$ cat config.mk
export PLATFORM = sky130hd
export DESIGN_NAME = pu_weight_sram_arbiter
export DESIGN_NICKNAME = d
export VERILOG_FILES = /design/src/rtl/pu_weight_sram_arbiter.sv
export SDC_FILE = /design/constraint.sdc
export NUM_CORES = 1
export LEC_CHECK = 0
export CAP_MARGIN = 40
export CORE_AREA = 2 2 166 168
export DETAILED_ROUTE_END_ITERATION = 10
export DIE_AREA = 0 0 168 170
export GPL_TIMING_DRIVEN = 1
export PLACE_DENSITY = 0.64
export SYNTH_ARGS = -nofsm -noshare
export SYNTH_HDL_FRONTEND = slang
export SYNTH_SLANG_ARGS = --single-unit
$ cat constraint.sdc
create_clock -name clock -period 7.4 [get_ports clock]
set_input_delay 1.11 -clock clock [delete_from_list [all_inputs] [get_ports clock]]
set_output_delay 1.11 -clock clock [all_outputs]
set_load 0.03 [all_outputs]
$ cat src/rtl/pu_weight_sram_arbiter.sv
// pu_weight_sram_arbiter
// Shares one weight-SRAM read port among NUM_PU weight buffers. Requests are
// served round-robin, one at a time. The captured word is held with a one-hot
// ready until the granted PU consumes it or withdraws its request.
//
// state      | meaning
// -----------+------------------------------------------------------------
// ST_IDLE    | no transaction; arbitrate among pending requests
// ST_ISSUE   | sram_rd_en high for this single cycle; latency timer loaded
// ST_WAIT    | timer counts down; capture read data at terminal count
// ST_RESPOND | ready/data held until consume (enable) or withdraw (read low)
module pu_weight_sram_arbiter #(
  parameter int NUM_PU          = 4,
  parameter int WEIGHT_SRAM_LEN = 64,
  parameter int ADDR_W          = 32,
  parameter int SRAM_LAT        = 1
) (
  input  logic                         clock,
  input  logic                         reset,
  input  logic [NUM_PU-1:0]            pu_word_read,
  input  logic [NUM_PU*ADDR_W-1:0]     pu_word_counter,
  input  logic [NUM_PU*ADDR_W-1:0]     pu_base_addr,
  input  logic [NUM_PU-1:0]            pu_enable,
  output logic [NUM_PU-1:0]            pu_word_ready,
  output logic [WEIGHT_SRAM_LEN-1:0]   pu_SRAM_in,
  output logic                         sram_rd_en,
  output logic [ADDR_W-1:0]            sram_addr,
  input  logic [WEIGHT_SRAM_LEN-1:0]   sram_rd_data,
  output logic [$clog2(NUM_PU)-1:0]    grant_id,
  output logic                         busy
);

  localparam int GW = $clog2(NUM_PU);
  // Timer holds SRAM_LAT-1 down to 0; keep at least one bit when SRAM_LAT is 1.
  localparam int CW = (SRAM_LAT > 1) ? $clog2(SRAM_LAT) : 1;

  typedef enum logic [1:0] {
    ST_IDLE,
    ST_ISSUE,
    ST_WAIT,
    ST_RESPOND
  } state_t;

  state_t                       state_q, state_d;
  logic [GW-1:0]                grant_q, grant_d;
  logic [GW-1:0]                last_q, last_d;
  logic [ADDR_W-1:0]            addr_q, addr_d;
  logic                         rd_en_q, rd_en_d;
  logic [NUM_PU-1:0]            ready_q, ready_d;
  logic [WEIGHT_SRAM_LEN-1:0]   data_q, data_d;
  logic [CW-1:0]                cnt_q, cnt_d;
  logic                         busy_q, busy_d;

  logic                         arb_found;
  logic [GW-1:0]                arb_idx;
  logic [GW-1:0]                cand;
  logic [ADDR_W-1:0]            arb_base;
  logic [ADDR_W-1:0]            arb_ctr;

  // Round-robin pick: first pending request scanning upward from last_grant+1.
  always_comb begin
    arb_found = 1'b0;
    arb_idx   = last_q;
    cand      = '0;
    for (int k = 1; k <= NUM_PU; k++) begin
      cand = GW'((int'(last_q) + k) % NUM_PU);
      if (!arb_found && pu_word_read[cand]) begin
        arb_found = 1'b1;
        arb_idx   = cand;
      end
    end
    arb_base = pu_base_addr[arb_idx*ADDR_W +: ADDR_W];
    arb_ctr  = pu_word_counter[arb_idx*ADDR_W +: ADDR_W];
  end

  // Next-state and next-output logic; every output is taken from a flop.
  always_comb begin
    state_d = state_q;
    grant_d = grant_q;
    last_d  = last_q;
    addr_d  = addr_q;
    rd_en_d = 1'b0;
    ready_d = ready_q;
    data_d  = data_q;
    cnt_d   = cnt_q;
    unique case (state_q)
      ST_IDLE: begin
        if (arb_found) begin
          grant_d = arb_idx;
          last_d  = arb_idx;
          // Carry out of the address sum is intentionally dropped (wraps).
          addr_d  = arb_base + arb_ctr;
          rd_en_d = 1'b1;
          state_d = ST_ISSUE;
        end
      end
      ST_ISSUE: begin
        cnt_d   = CW'(SRAM_LAT - 1);
        state_d = ST_WAIT;
      end
      ST_WAIT: begin
        if (cnt_q == '0) begin
          data_d  = sram_rd_data;
          ready_d = NUM_PU'(1) << grant_q;
          state_d = ST_RESPOND;
        end else begin
          cnt_d = cnt_q - CW'(1);
        end
      end
      ST_RESPOND: begin
        // Consume takes priority; a withdrawn request drops the word.
        if (pu_enable[grant_q] || !pu_word_read[grant_q]) begin
          ready_d = '0;
          state_d = ST_IDLE;
        end
      end
      default: begin
        ready_d = '0;
        state_d = ST_IDLE;
      end
    endcase
    busy_d = (state_d != ST_IDLE);
  end

  // State and output registers with synchronous reset.
  always_ff @(posedge clock) begin
    if (reset) begin
      state_q <= ST_IDLE;
      grant_q <= '0;
      last_q  <= GW'(NUM_PU - 1);
      addr_q  <= '0;
      rd_en_q <= 1'b0;
      ready_q <= '0;
      data_q  <= '0;
      cnt_q   <= '0;
      busy_q  <= 1'b0;
    end else begin
      state_q <= state_d;
      grant_q <= grant_d;
      last_q  <= last_d;
      addr_q  <= addr_d;
      rd_en_q <= rd_en_d;
      ready_q <= ready_d;
      data_q  <= data_d;
      cnt_q   <= cnt_d;
      busy_q  <= busy_d;
    end
  end

  assign pu_word_ready = ready_q;
  assign pu_SRAM_in    = data_q;
  assign sram_rd_en    = rd_en_q;
  assign sram_addr     = addr_q;
  assign grant_id      = grant_q;
  assign busy          = busy_q;

endmodule
==> flow_summary.json <==
{
  "status": "completed",
  "wl_met1_mm": 10.5,
  "comb_power_share": 0.618,
  "post-route-min-period_ps": 5880,
  "layout-drive-gt1-share": 0.0874,
  "required_ps": 7670,
  "synth_edf_count": 0,
  "setup_ws_ps": 1520,
  "postRouteAntennaNets": 0,
  "pwr-share-clk": 0.149,
  "post_drt_wl_per_cell_um": 17.4,
  "ys.warnings.count": 0,
  "post-place-ws_ps": 1050,
  "wl_met3_mm": 1.90,
  "critPathKind": "in2reg",
  "hold_viol_final": 0,
  "cts_tree": "done",
  "netlist_area_um2": 6910,
  "synth-async-reset-ratio": 0,
  "gp_congestion": 0.882,
  "startpoint_type": "input port",
  "synth_cell_types": 54,
  "die_area_um2": 28600,
  "cts_buffer_depth": 2,
  "rsz0062_at_grt": "no",
  "grt_pass1_wl_mm": 40.2,
  "dieHeight_um": 170,
  "clk_latency_ps": 360,
  "numCtsBuffers": 9,
  "final_common_cell": "clkdlybuf4s50_1",
  "crit_slowest_cell": "a211oi_4",
  "hold_ws_ps": 449,
  "grt_pass1_vias": 7420,
  "synthTopCellsByArea": "dfxtp_1, mux4_2, nand2_1",
  "synth_mux_area_frac": 0.207,
  "netlist.area_leader.share": 0.313,
  "fin_crit_sh": 0.794,
  "cts_root_buf": "clkbuf_16",
  "setup_viol_count_final": 0,
  "rows": 60,
  "end_kind": "flop",
  "postCtsSetupBuffers": 0,
  "pin_count": 434,
  "die_w_um": 168,
  "antenna_found_initial": 4,
  "synth_top_cell_by_area": "dfxtp_1",
  "p_leak_nw": 4.37,
  "hpwl_mm": 21.7,
  "intPower_mw": 1.90,
  "synth-seq-cells": 108,
  "fin_nets": 1547,
  "routed.top_layer": "met4",
  "first_iter_violations": 386,
  "swShare": 0.422,
  "grt_max_degree": 77,
  "wl_met2_mm": 13.6,
  "crit_family": "compound AO/OA/AOI/OAI gates",
  "avgViaCountPerCell": 4.80,
  "synth_xor_area_frac": 0.0342,
  "slew_violations": 0,
  "initial_utilization": 0.259,
  "cts_sinks": 108,
  "seq_area_frac_synth": 0.313,
  "max-cap-violations": 0,
  "cp.arrival_ps": 6150,
  "gr-usage-all-layers": 0.181,
  "irDropWorstVdd_mv": 0.109,
  "synth_simple_gate_area_share": 0.171,
  "port_buffers": 433,
  "mostFrequentLayoutCells": "clkdlybuf4s50_1, nand2_1, a21oi_1, dfxtp_1, mux4_2",
  "synth-adder-area-share": 0.0591,
  "crit_path_max_fanout": 36,
  "syn_nets": 1145,
  "numPlacedInstances": 1515,
  "synth-compound-area-share": 0.181,
  "skew_ps": 11.5,
  "crit_buf_inv": 2,
  "ys.flop_type": "dfxtp_1",
  "path_cells": "clkdlybuf4s50_1, nand2b_1, o21ai_0, a211oi_4, buf_12, mux4_2, ha_1, and4_1, and2_1, a211o_1, a211oi_1, nand2_1, a211o_1, a31oi_1, xor2_1, a211oi_1",
  "switchingPower_mw": 1.39,
  "core-area_um2": 26700,
  "htree_levels": 3,
  "path_clk_slew_ps": 80,
  "num_vias": 7375,
  "p_seq_frac": 0.233,
  "cpPeakStageDelay_ps": 650,
  "synth_cells": 783,
  "synth_top_family_by_area": "multiplexers",
  "overflow": 0,
  "fin_cells": 1535,
  "drt_wl_total_mm": 26.7,
  "post_cts_resized": 0,
  "slew-limit-headroom": 0.448,
  "first_pass_iters": 4,
  "finalSetupTns_ps": 0,
  "synth.avg_cell_area_um2": 8.82,
  "syn_to_final_growth_pct": 72.5,
  "drc": 0,
  "hold_class": "reg2reg",
  "tightest_slew_ps": 829,
  "hold_buffers": 0,
  "p_per_area_nw_per_um2": 276,
  "fmax_ghz": 0.170
}
## power by group through the flow
| stage | clock, mW | combinational [mW] | sequential (mW) |
|---|---|---|---|
| final | 0.490 | 2.03 | 0.768 |
| after CTS | 0.513 | 2.05 | 0.769 |
| after floorplan | 0 | 1.12 | 0.992 |
| after global routing | 0.536 | 2.21 | 0.783 |
| after detailed placement | 0 | 2.05 | 0.783 |
| after global placement | 0 | 2.03 | 0.778 |
## worst register-to-register path: stages, from the launching register on
cell and delay, ps:
dfxtp_1 380, nand2b_1 130, o21ai_0 140, a211oi_4 650, buf_12 350, mux4_2 600
ha_1 380, and4_1 230, and2_1 150, a211o_1 400, a211oi_1 640, nand2_1 120
a211o_1 280, a31oi_1 190, xor2_1 80, a211oi_1 240
## synthesized netlist by cell type (all sizes together) (2+ instances only)
cell type,n
xnor2,19
dfxtp,108
o21a,2
or3,2
nand4,2
mux2i,3
and3,3
nor4b,2
and4,2
a211o,5
a41oi,2
a22o,2
or2,3
nand3,6
inv,11
xor2,8
nor2b,4
nand2b,9
ha,31
o21ai,23
buf,14
and2,4
a211oi,15
o21bai,4
nor4,2
a21o,15
nor3,11
a31oi,4
o221ai,2
clkbuf,38
nand2,190
o211ai,3
mux4,62
nor2,37
a21oi,119
## worst paths after layout
kind / startpoint / slack (ps) / cells past startpoint / to
max: pu_word_read[3] / 1520 / 16 / sram_addr[29]
min: sram_addr[16] / 450 / 2 / sram_addr[16]
max reg2reg: last_q[0] / 2380 / 15 / sram_addr[29]
min reg2reg: sram_addr[16] / 450 / 2 / sram_addr[16]
## metal layers
layer / track usage / vias up
met1: 0.201 / 3411
li1: - / 3638
met3: 0.0435 / 30
met4: 0.0677 / 0
met2: 0.335 / 296
met5: 0 / -
## through the flow
| stage | area (um2) | power [mW] | utilization |
|---|---|---|---|
| floorplan | 6910 | 2.11 | - |
| global placement | 11600 | 2.80 | 0.435 |
| detailed placement | 11600 | 2.83 | 0.435 |
| CTS | 11900 | 3.34 | 0.447 |
| global route | 11900 | 3.53 | 0.447 |
| finish | 11900 | 3.29 | 0.447 |
## sequential cells by signal, summed over array words and instances, names as in the netlist
name           cells
pu_word_ready      4
state_q            2
last_q             2
pu_SRAM_in        64
sram_addr         32
sram_rd_en         1
busy               1
grant_id           2
## area by class of cell
type	count	area, um2
Clock buffer	10	239
Clock inverter	6	62.6
Inverter	11	41.3
Multi-Input combinational cell	612	4540
Tap cell	341	427
Timing Repair Buffer	443	4430
Antenna cell	4	10.0
Fill cell	2613	14700
Sequential cell	108	2160
## cells by family after synthesis
family / count (synthesis)
adders and majority gates: 32
xor gates and xnor gates: 27
muxes: 65
and+or+nand+nor: 280
DFF: 108
buffers and inverters: 63
AOI/OAI and AO/OA: 208
Power figures use the tool's default switching activity.
